==> config.mk <==
export PLATFORM = sky130hd
export DESIGN_NAME = mfda_valve_sequencer
export DESIGN_NICKNAME = d
export VERILOG_FILES = /design/src/rtl/mfda_valve_sequencer.sv
export SDC_FILE = /design/constraint.sdc
export NUM_CORES = 1
export LEC_CHECK = 0
export CAP_MARGIN = 40
export CORE_AREA = 2 2 229 231
export CTS_CLUSTER_DIAMETER = 120
export DETAILED_ROUTE_END_ITERATION = 7
export DIE_AREA = 0 0 231 233
export GPL_ROUTABILITY_DRIVEN = 0
export MAX_ROUTING_LAYER = met4
export PLACE_DENSITY = 0.82
export RECOVER_POWER = 25
export REMOVE_ABC_BUFFERS = 1
export SLEW_MARGIN = 30
export SYNTH_ARGS = -nofsm -noshare
export SYNTH_HDL_FRONTEND = slang
export SYNTH_SLANG_ARGS = --single-unit
==> constraint.sdc <==
create_clock -name clk -period 5.4 [get_ports clk]
set_input_delay 1.08 -clock clk [delete_from_list [all_inputs] [get_ports clk]]
set_output_delay 1.08 -clock clk [all_outputs]
set_load 0.01 [all_outputs]
==> src/rtl/mfda_valve_sequencer.sv <==
// mfda_valve_sequencer: replays a stored valve program onto replicated devices.
// Define MFDA_SEQ_FLUSH_EN to add a timed all-valves flush after each run.
module mfda_valve_sequencer #(
  parameter int NUM_DEVICES  = 2,
  parameter int CTRL_A_W     = 13,
  parameter int CTRL_S_W     = 4,
  parameter int FLUSH_SIZE   = 21,
  parameter int PROG_DEPTH   = 16,
  parameter int STEP_W       = 16,
  parameter int PUMP_DIV     = 8,
  parameter int FLUSH_CYCLES = 64
) (
  input  logic                                       clk,
  input  logic                                       rst,
  input  logic                                       prog_we,
  input  logic [$clog2(PROG_DEPTH)-1:0]              prog_addr,
  input  logic [CTRL_A_W+CTRL_S_W+STEP_W+2:0]        prog_data,
  input  logic                                       start,
  input  logic                                       abort,
  input  logic [NUM_DEVICES-1:0]                     dev_en,
  output logic                                       busy,
  output logic                                       done,
  output logic [$clog2(PROG_DEPTH)-1:0]              step_idx,
  output logic [NUM_DEVICES*CTRL_A_W-1:0]            ctrl_a,
  output logic [NUM_DEVICES*CTRL_S_W-1:0]            ctrl_s,
  output logic [NUM_DEVICES*3-1:0]                   pump_a,
  output logic [NUM_DEVICES*2-1:0]                   pump_b,
  output logic [FLUSH_SIZE-1:0]                      flush
);

  localparam int AW = $clog2(PROG_DEPTH);
  localparam int PW = CTRL_A_W + CTRL_S_W + STEP_W + 3;
  localparam int DW = (PUMP_DIV > 1) ? $clog2(PUMP_DIV) : 1;
  localparam int CA_LO = STEP_W;
  localparam int CS_LO = STEP_W + CTRL_A_W;

  typedef enum logic [1:0] {IDLE, RUN, FLUSH, DONE} state_t;

`ifdef MFDA_SEQ_FLUSH_EN
  localparam state_t END_ST = FLUSH;
  localparam int FW = (FLUSH_CYCLES > 1) ? $clog2(FLUSH_CYCLES) : 1;
  logic [FW-1:0] fcnt, fcnt_nx;
`else
  localparam state_t END_ST = DONE;
`endif

  state_t state, state_nx;

  logic [PW-1:0] prog_mem [PROG_DEPTH];
  logic [PW-1:0] w0, w_cur, w_nxt, w_sel;

  logic [AW-1:0]          step_nx;
  logic [STEP_W-1:0]      cnt, cnt_nx;
  logic [NUM_DEVICES-1:0] mask, mask_nx;
  logic [2:0]             pa_ph, pa_ph_nx;
  logic [DW-1:0]          pa_div, pa_div_nx;
  logic                   pb_ph, pb_ph_nx;
  logic [DW-1:0]          pb_div, pb_div_nx;
  logic                   load, fin, flush_end, show;

  logic [CTRL_A_W-1:0]    ca_p;
  logic [CTRL_S_W-1:0]    cs_p;
  logic [2:0]             pa_p;
  logic [1:0]             pb_p;

  logic [NUM_DEVICES*CTRL_A_W-1:0] ctrl_a_nx;
  logic [NUM_DEVICES*CTRL_S_W-1:0] ctrl_s_nx;
  logic [NUM_DEVICES*3-1:0]        pump_a_nx;
  logic [NUM_DEVICES*2-1:0]        pump_b_nx;
  logic [FLUSH_SIZE-1:0]           flush_nx;
  logic                            busy_nx, done_nx;

  function automatic logic [2:0] pa_pat(input logic [2:0] ph);
    logic [2:0] r;
    case (ph)
      3'd0:    r = 3'b101;
      3'd1:    r = 3'b100;
      3'd2:    r = 3'b110;
      3'd3:    r = 3'b010;
      3'd4:    r = 3'b011;
      3'd5:    r = 3'b001;
      default: r = 3'b000;
    endcase
    return r;
  endfunction

  // Program RAM is held untouched by reset; writes only land while not busy.
  always_ff @(posedge clk) begin
    if (prog_we && (state == IDLE || state == DONE))
      prog_mem[prog_addr] <= prog_data;
  end

  assign w0    = prog_mem[0];
  assign w_cur = prog_mem[step_idx];
  assign w_nxt = prog_mem[step_idx + 1'b1];

  assign fin = (state == RUN) && (cnt == '0) &&
               (w_cur[PW-1] || step_idx == AW'(PROG_DEPTH-1));

`ifdef MFDA_SEQ_FLUSH_EN
  assign flush_end = (fcnt == '0);
`else
  assign flush_end = 1'b1;
`endif

  always_ff @(posedge clk or posedge rst) begin
    if (rst) begin
      state    <= IDLE;
      step_idx <= '0;
      cnt      <= '0;
      mask     <= '0;
      pa_ph    <= '0;
      pa_div   <= '0;
      pb_ph    <= 1'b0;
      pb_div   <= '0;
`ifdef MFDA_SEQ_FLUSH_EN
      fcnt     <= '0;
`endif
      ctrl_a   <= '0;
      ctrl_s   <= '0;
      pump_a   <= '0;
      pump_b   <= '0;
      flush    <= '0;
      busy     <= 1'b0;
      done     <= 1'b0;
    end else begin
      state    <= state_nx;
      step_idx <= step_nx;
      cnt      <= cnt_nx;
      mask     <= mask_nx;
      pa_ph    <= pa_ph_nx;
      pa_div   <= pa_div_nx;
      pb_ph    <= pb_ph_nx;
      pb_div   <= pb_div_nx;
`ifdef MFDA_SEQ_FLUSH_EN
      fcnt     <= fcnt_nx;
`endif
      ctrl_a   <= ctrl_a_nx;
      ctrl_s   <= ctrl_s_nx;
      pump_a   <= pump_a_nx;
      pump_b   <= pump_b_nx;
      flush    <= flush_nx;
      busy     <= busy_nx;
      done     <= done_nx;
    end
  end

  always_comb begin : next_state
    state_nx = state;
    unique case (state)
      IDLE, DONE: if (start) state_nx = RUN;
      RUN:        if (fin) state_nx = END_ST;
      FLUSH:      if (flush_end) state_nx = DONE;
    endcase
    if (abort) state_nx = IDLE;
  end

  always_comb begin : datapath
    step_nx   = step_idx;
    cnt_nx    = cnt;
    mask_nx   = mask;
    pa_ph_nx  = pa_ph;
    pa_div_nx = pa_div;
    pb_ph_nx  = pb_ph;
    pb_div_nx = pb_div;
`ifdef MFDA_SEQ_FLUSH_EN
    fcnt_nx   = fcnt;
`endif
    w_sel     = w_cur;
    load      = 1'b0;
    if (abort) begin
      step_nx = '0;
      cnt_nx  = '0;
      mask_nx = '0;
    end else begin
      unique case (state)
        IDLE, DONE: begin
          if (start) begin
            mask_nx   = dev_en;
            step_nx   = '0;
            pa_ph_nx  = '0;
            pa_div_nx = '0;
            pb_ph_nx  = 1'b0;
            pb_div_nx = '0;
            w_sel     = w0;
            load      = 1'b1;
          end
        end
        RUN: begin
          // Pump dividers only count while their step enables them.
          if (w_cur[PW-3]) begin
            if (pa_div == DW'(PUMP_DIV-1)) begin
              pa_div_nx = '0;
              pa_ph_nx  = (pa_ph == 3'd5) ? 3'd0 : pa_ph + 3'd1;
            end else begin
              pa_div_nx = pa_div + 1'b1;
            end
          end
          if (w_cur[PW-2]) begin
            if (pb_div == DW'(PUMP_DIV-1)) begin
              pb_div_nx = '0;
              pb_ph_nx  = ~pb_ph;
            end else begin
              pb_div_nx = pb_div + 1'b1;
            end
          end
          if (cnt != '0) begin
            cnt_nx = cnt - 1'b1;
          end else if (!fin) begin
            step_nx = step_idx + 1'b1;
            w_sel   = w_nxt;
            load    = 1'b1;
          end
`ifdef MFDA_SEQ_FLUSH_EN
          if (fin) fcnt_nx = FW'(FLUSH_CYCLES-1);
`endif
        end
        FLUSH: begin
`ifdef MFDA_SEQ_FLUSH_EN
          if (fcnt != '0) fcnt_nx = fcnt - 1'b1;
`endif
        end
      endcase
    end
    if (load) cnt_nx = w_sel[STEP_W-1:0];
  end

  always_comb begin : outputs
    show = (state_nx == RUN);
    ca_p = show ? w_sel[CA_LO +: CTRL_A_W] : '0;
    cs_p = show ? w_sel[CS_LO +: CTRL_S_W] : '0;
    pa_p = (show && w_sel[PW-3]) ? pa_pat(pa_ph_nx) : 3'b000;
    pb_p = (show && w_sel[PW-2]) ? (pb_ph_nx ? 2'b10 : 2'b01) : 2'b00;
    ctrl_a_nx = '0;
    ctrl_s_nx = '0;
    pump_a_nx = '0;
    pump_b_nx = '0;
    for (int d = 0; d < NUM_DEVICES; d++) begin
      if (mask_nx[d]) begin
        ctrl_a_nx[d*CTRL_A_W +: CTRL_A_W] = ca_p;
        ctrl_s_nx[d*CTRL_S_W +: CTRL_S_W] = cs_p;
        pump_a_nx[d*3 +: 3]               = pa_p;
        pump_b_nx[d*2 +: 2]               = pb_p;
      end
    end
    flush_nx = (state_nx == FLUSH) ? '1 : '0;
    busy_nx  = (state_nx == RUN) || (state_nx == FLUSH);
    done_nx  = (state_nx == DONE);
  end

endmodule

# ---- After elaboration in Yosys (flattened, before gate mapping)
# Memories as Yosys holds them, arrays and structs flattened.
# Index checks and enable logic that the tools add are counted.
dict set report word_totals {
  ram_bits 576
  output_inout_bits 71
  in_bits 47
  elab_cells 126
  memories 1
  reg_bits 101
}
# memory depth width rd rd_clocked_by_memory_dff write_ports line_no
set mem_list {}
lappend mem_list {prog_mem 16 36 3 0 1 49} ;# logic [PW-1:0] prog_mem [PROG_DEPTH];
dict set report classes {
  n_eq_ne 21
  n_addsub 5
  reduce_logical 21
  n_bitwise 2
  muxes 61
}
# op count
set ops {}
lappend ops {{35-bit 2-to-1 mux} 4}
lappend ops {{35-bit one-hot mux with 2 select lines} 1}
lappend ops {{16-bit 2-to-1 mux} 4}
lappend ops {{13-bit 2-to-1 mux} 3}
lappend ops {{3-bit 2-to-1 mux} 13}
lappend ops {{4-bit 2-to-1 mux} 7}
lappend ops {{21-bit 2-to-1 mux} 1}
lappend ops {{2-bit 2-to-1 mux} 10}
lappend ops {{3-bit one-hot mux with 2 select lines} 3}
lappend ops {{3-bit one-hot mux with 6 select lines} 1}
lappend ops {{16-bit zero test} 1}
lappend ops {{16-bit nonzero test} 1}
lappend ops {{16-bit by 1-bit subtractor with 16-bit output, second input constant} 1}
lappend ops {{3-bit equality test, second input constant} 5}
lappend ops {{4-bit AND reduction} 3}
lappend ops {{1-bit 2-to-1 mux} 10}
lappend ops {{3-bit by 1-bit adder with 3-bit output, second input constant} 3}
lappend ops {{3-bit inequality test, second input constant} 3}
lappend ops {{3-bit nonzero test} 3}
lappend ops {{2-bit equality test, second input constant} 4}
lappend ops {{4-bit one-hot mux with 2 select lines} 1}
lappend ops {{3-bit by 2-bit equality test with 1-bit output, second input constant} 2}
lappend ops {{2-bit inequality test, second input constant} 3}
lappend ops {{2-bit one-hot mux with 3 select lines} 1}
lappend ops {{13 further kinds} 22}

# ---- Depth between registers and ports, before layout
# Gate-level depths: netlist of run 1.
dict set report depth {
  word_depth 10
  mapped_depth 14
  ltp_nobuf 13
}

# ---- Least setup slack after synthesis of run 1
# OpenSTA, ideal clock, no wires.
dict set report synth_timing {
  path_kind {input to register}
  start {in prog_we}
  end {mem prog_mem[0][0] (netlist name) (enable)}
  t_arrival_ps 3993
  setup_time_ps 474
  path_buffers 0
  path_stages 3
  path_slack_ps 933
  t_required_ps 4926
  path_cell_list {nand2_1 or3_1 nor3_1}
}
dict set report synth_between {
  elab_chain_cells 3
}
# item line_no
set synth_lines {}
lappend synth_lines {{start, declared} 15} ;# input logic prog_we,
lappend synth_lines {{1-bit logical AND} 89} ;# if (prog_we && (state == IDLE || state == DONE))
lappend synth_lines {{1-bit 2-to-1 mux} 89}
lappend synth_lines {{1-bit 2-to-1 mux (not written as such)} 90} ;# prog_mem[prog_addr] <= prog_data;
lappend synth_lines {{end, declared} 49}
# No other way between the ends.

==> results of run 1 <==
## final cells by class
class                           count  area, um2
Sequential cell                   657      19300
Fill cell                        3132      16000
Multi-Input combinational cell    850      10700
Clock buffer                       89       1930
Timing Repair Buffer              171       1800
Tap cell                          680        851
Clock inverter                     34        387
Inverter                           15       57.6
Antenna cell                        5       12.5
## per-layer routing
metal | GRT usage, % | part of all wire (%) | vias to the layer above
li1 | - | - | 7212
met1 | 41.6 | 36 | 9505
met2 | 48.0 | 48 | 1353
met3 | 6.53 | 11 | 221
met4 | 12.8 | 4.1 | 0
met5 | - | 0 | -
## power groups by stage
stage | clock (uW) | sequential [uW] | combinational [uW]
2_1_floorplan | 0 | 5780 | 439
3_3_place_gp | 0 | 5770 | 650
3_5_place_dp | 0 | 5780 | 678
4_1_cts | 4930 | 5670 | 686
5_1_grt | 5120 | 5680 | 749
6_report | 4890 | 5680 | 691
## synth_stat cells, types with 5 or more instances
cell type,count
edfxtp_1,576
dfrtp_1,81
mux2_2,6
mux2i_1,46
mux4_2,312
buf_2,51
nor2b_1,40
nand2b_1,7
nand2_1,38
a22o_1,32
buf_4,21
a21oi_1,57
nor2_1,78
inv_1,14
buf_1,9
and3_1,11
ha_1,13
o21ai_0,30
a22oi_1,21
nor3_1,19
a31oi_1,7
a21o_1,5
or3_1,6
clkbuf_1,55
o22ai_1,8
nand3_1,17
a211oi_1,39
## cell families after synthesis
| group | synth area share (%) |
|---|---|
| AO/OA/AOI/OAI | 5.17 |
| XOR/XNOR | 0.0573 |
| adder cells (fa/ha/maj) | 0.532 |
| buffers and inverters | 2.36 |
| flip-flops | 63.2 |
| multiplexers | 24.7 |
| AND/OR/NAND/NOR | 3.92 |
## worst max-delay path: stages
cell           delay [ns]
dlygate4sd3_1        0.55
clkinvlp_2           0.26
clkbuf_1             2.07
buf_4                0.72
## final timing paths
check	startpoint	depth (start not counted)	endpoint
max reg2reg	step_idx[2]	10	pump_b[1]
max in group clk	step_idx[2]	10	pump_b[1]
min	pa_div[1]	2	pa_div[1]
max	rst	4	step_idx[1]
min in group asynchronous	rst	2	pump_b[2]
min reg2reg	pa_div[1]	2	pa_div[1]
## stage by stage
step	instances	total power [uW]	TNS (ns)
6_report	2501	11300	0
5_1_grt	2501	11500	0
4_1_cts	2493	11300	0
3_5_place_dp	2370	6450	0
3_3_place_gp	2364	6420	0
2_1_floorplan	1522	6220	-725.01
## flip-flops by register name, indices dropped and copies added, names as in the netlist
signal    cells
prog_mem    576
ctrl_a       26
cnt          16
ctrl_s        8
pump_a        6
pump_b        4
step_idx      4
pa_div        3
pa_ph         3
pb_div        3
mask          2
state         2
busy          1
done          1
flush         1
pb_ph         1
==> reports/metrics.yaml, run 1 <==
outcome:
  status: "finished, violations left"
  violations: "max-capacitance violations, max-slew violations"
drt:
  drc: 0
  vias_per_cell: 7.31
  via_count: 18300
  routed_wl_mm: 79.2
  drt_iter0_markers: 2523
  antenna_left: 0
  wire_per_inst_um: 31.7
  drt_first_pass_iters: 7
floorplanning:
  die_area_um2: 53800
  die_x_um: 231
  pin_count: 118
  start_util_pct: 59.8
  die_h_um: 233
  fp-row-count: 83
  core_um2: 51100
layout:
  final_nets: 1824
  drive_gt1_share_pct: 27.7
  most-common-layout-cells: "576 x edfxtp_1, 312 x mux4_2, 95 x clkdlybuf4s50_1"
  final_common_cell: "edfxtp_1"
  fin_area_um2: 35100
  post-route-util_pct: 68.6
  area_growth_pct: 14.7
worst_setup_path:
  rrSetupSlack_ns: 1.50
  required_ns: 6.07
  end_kind: "asynchronous set/reset pin"
  cp.arrival_ns: 4.70
  critPathMaxFanout: 44
  path_class: "input port to asynchronous set/reset pin"
  startpoint_type: "input port"
logic_synthesis:
  ys_seq_elements: 657
  synth_edf_count: 576
  synthCells: 1659
  ys_types: 61
  yosysWarnings: 0
  synth_area_leaders: "edfxtp_1 57%, mux4_2 23%, dfrtp_1 6.6%"
  synth_top_area_share_pct: 56.6
  synth_top_area_cell: "edfxtp_1"
  ys_seq_area_share_pct: 63.2
  async_reset_ff_share_pct: 12.3
  synthesis.area_um2: 30600
  synth_flop_cell: "edfxtp_1"
  synth.avg_cell_area_um2: 18.4
global_route:
  grt_pass1_vias: 18300
  grt_usage_pct: 31.3
  grt_max_degree: 132
  grt_overflow: 0
  grt_antenna_before_repair: 5
  grt_pass1_wl_mm: 118
cts:
  postCtsSetupBuffers: 0
  cts_buffer_depth: 3
  cts-root-buf: "clkbuf_16"
  ctsResizeCount: 0
  numCtsBuffers: 69
  htree_levels: 3
  clock_latency_ns: 0.61
  cts_hold_repair.buffers: 0
  path_clk_slew_ns: 0.06
  cts_tree: "built"
  cts_sinks: 657
timing:
  whs_ns: 0.530
  max_clock_freq_mhz: 248
  fin_crit_ns: 4.04
  slew_violations: 45
  skew_ns: 0.0265
  setup_viol: 0
  fin_crit_sh_pct: 74.8
  maxSlewHeadroom_pct: -91.6
  tightest_slew_ns: 2.87
  fin_ws_ns: 1.36
  rsz0062_at_grt: "no"
  final_hold_viol_count: 0
placement:
  io_buffers: 117
  postPlaceCellArea_um2: 32700
  dp_hpwl_mm: 44.2
  place_ws_ns: 1.51
min_path:
  worst_hold_path_type: "register to register"
pwr:
  p_sw_share_pct: 21.6
  power_density_nw_per_um2: 321
  power_frac_comb_pct: 6.1
  p_int_uw: 8830
  p_seq_share_pct: 50.4
  p_leak_uw: 0.0112
  pwr-share-clk_pct: 43.5
  power_switching_uw: 2430
  ir_worst_vdd_v: 0.000292
run:
  maxCapViolCount: 1
No activity file was read; power rests on OpenSTA's default activity.
==> run 2, diff against run 1 <==
==> constraint.sdc (replaced) <==
create_clock -name clk -period 4.1 [get_ports clk]
set_input_delay 0.82 -clock clk [delete_from_list [all_inputs] [get_ports clk]]
set_output_delay 0.82 -clock clk [all_outputs]
set_load 0.01 [all_outputs]
==> reports/metrics.yaml, run 2 (synthesized netlist as in run 1, its figures left out) <==
outcome:
  status: "finished, violations left"
  violations: "max-capacitance violations, max-slew violations"
drt:
  antenna_left: 0
  via_count: 18500
  wire_per_inst_um: 32.4
  drt_iter0_markers: 2691
  drt_first_pass_iters: 7
  vias_per_cell: 7.35
  drc: 0
  routed_wl_mm: 81.6
floorplanning:
  fp-row-count: 83
  start_util_pct: 59.8
  die_h_um: 233
  die_x_um: 231
  die_area_um2: 53800
  core_um2: 51100
  pin_count: 118
layout:
  final_common_cell: "edfxtp_1"
  drive_gt1_share_pct: 28.1
  largest_register: "prog_mem"
  largestRegisters: "prog_mem: 576 flops, ctrl_a: 26 flops, cnt: 16 flops"
  most-common-layout-cells: "576 x edfxtp_1, 312 x mux4_2, 97 x clkdlybuf4s50_1"
  largest_reg_flops: 576
  area_growth_pct: 14.9
  final_nets: 1843
  final_cells: 2520
timing:
  fin_crit_ns: 3.43
  rsz0062_at_grt: "no"
  slew_violations: 38
  fin_crit_sh_pct: 83.7
  setup_viol: 0
  tightest_slew_ns: 1.90
  max_clock_freq_mhz: 291
  final_hold_viol_count: 0
  maxSlewHeadroom_pct: -27.5
  skew_ns: 0.0362
  setup_tns_ns: 0
  whs_ns: 0.504
pwr:
  p_seq_share_pct: 52.0
  power_frac_comb_pct: 6.6
  p_sw_share_pct: 22.2
  ir_worst_vdd_v: 0.000278
  pwr-share-clk_pct: 41.4
  p_leak_uw: 0.0112
  p_int_uw: 11200
  power_switching_uw: 3190
  power_density_nw_per_um2: 410
placement:
  dp_hpwl_mm: 45.4
  io_buffers: 117
  dpl.cell_count: 2390
cts:
  cts_hold_repair.buffers: 0
  path_clk_slew_ns: 0.07
  ctsResizeCount: 0
  htree_levels: 3
  cts-root-buf: "clkbuf_16"
  cts_sinks: 657
  cts_tree: "built"
  postCtsSetupBuffers: 0
  clock_latency_ns: 0.62
  cts_buffer_depth: 3
  numCtsBuffers: 69
min_path:
  worst_hold_path_type: "register to register"
  hp-start: "pa_div[2]"
global_route:
  grt_pass1_wl_mm: 122
  grt_usage_pct: 32.1
  grt_antenna_before_repair: 5
  grt_max_degree: 101
  grt_overflow: 0
  grt_pass1_vias: 19000
worst_setup_path:
  regToRegStartpoint: "step_idx[0]"
  critPathLaunch: "step_idx[0]"
  required_ns: 4.63
  startpoint_type: "register"
  end_kind: "register"
  path_class: "register to register"
  critPathMaxFanout: 14
  cp.arrival_ns: 3.96
run:
  maxCapViolCount: 1
## run 2: cell types whose count changed in the layout (fill, tap and decap cells not counted), moves of 4 or more
cell / delta
buf_12: +15
buf_4: +6
inv_6: +4
clkinv_1: -5
clkbuf_1: +9
bufinv_16: -6
## run 2: worst max-delay path, stage by stage, from the launching register on
cell      delay (ns)
dfrtp_4         0.54
mux4_2          0.51
nand2b_1        0.16
nand3_1         0.22
a21oi_1         0.12
o21bai_1        0.20
a21o_1          0.15
ha_1            0.16
and3_1          0.49
buf_4           0.41
a22oi_1         0.20
nor2_1          0.15
## run 2: layout make-up
type,count,area (um2)
Antenna cell,5,12.5
Clock buffer,94,1880
Clock inverter,29,246
Fill cell,3104,16000
Inverter,15,57.6
Multi-Input combinational cell,850,10700
Sequential cell,657,19300
Tap cell,680,851
Timing Repair Buffer,190,2060
## run 2: worst paths after layout
| path | endpoint | slack, ns | cells after the start |
|---|---|---|---|
| max | ctrl_a[19] | 0.67 | 11 |
| min | pa_div[2] | 0.50 | 2 |
| max reg2reg | ctrl_a[19] | 0.67 | 11 |
| min reg2reg | pa_div[2] | 0.50 | 2 |
| max in group asynchronous | ctrl_a[2] | 1.10 | 3 |
| min in group asynchronous | pump_a[1] | 1.14 | 2 |
## run 2: metal layers
layer  wire (um)  vias up  track usage [%]
met5           0        -                -
met4        3330        0             13.2
met3        8960      241             6.51
met2       40500     1406             50.6
met1       28800     9661             41.4
li1            -     7225                -
## run 2: power by group through the flow
stage | Clock (uW) | Sequential [uW] | Combinational [uW]
floorplan | 0 | 7620 | 578
global placement | 0 | 7600 | 894
detailed placement | 0 | 7610 | 928
CTS | 6000 | 7470 | 939
global route | 6280 | 7480 | 1010
finish | 5960 | 7480 | 951
## run 2: through the flow
step	power (uW)	instance area [um2]	setup slack, ns	utilization (%)
2_1_floorplan	8190	29900	-11.81	-
3_3_place_gp	8490	32900	0.687	64.4
3_5_place_dp	8540	33000	0.620	64.5
4_1_cts	14400	35100	0.575	68.7
5_1_grt	14800	35100	0.357	68.7
6_report	14400	35100	0.669	68.7
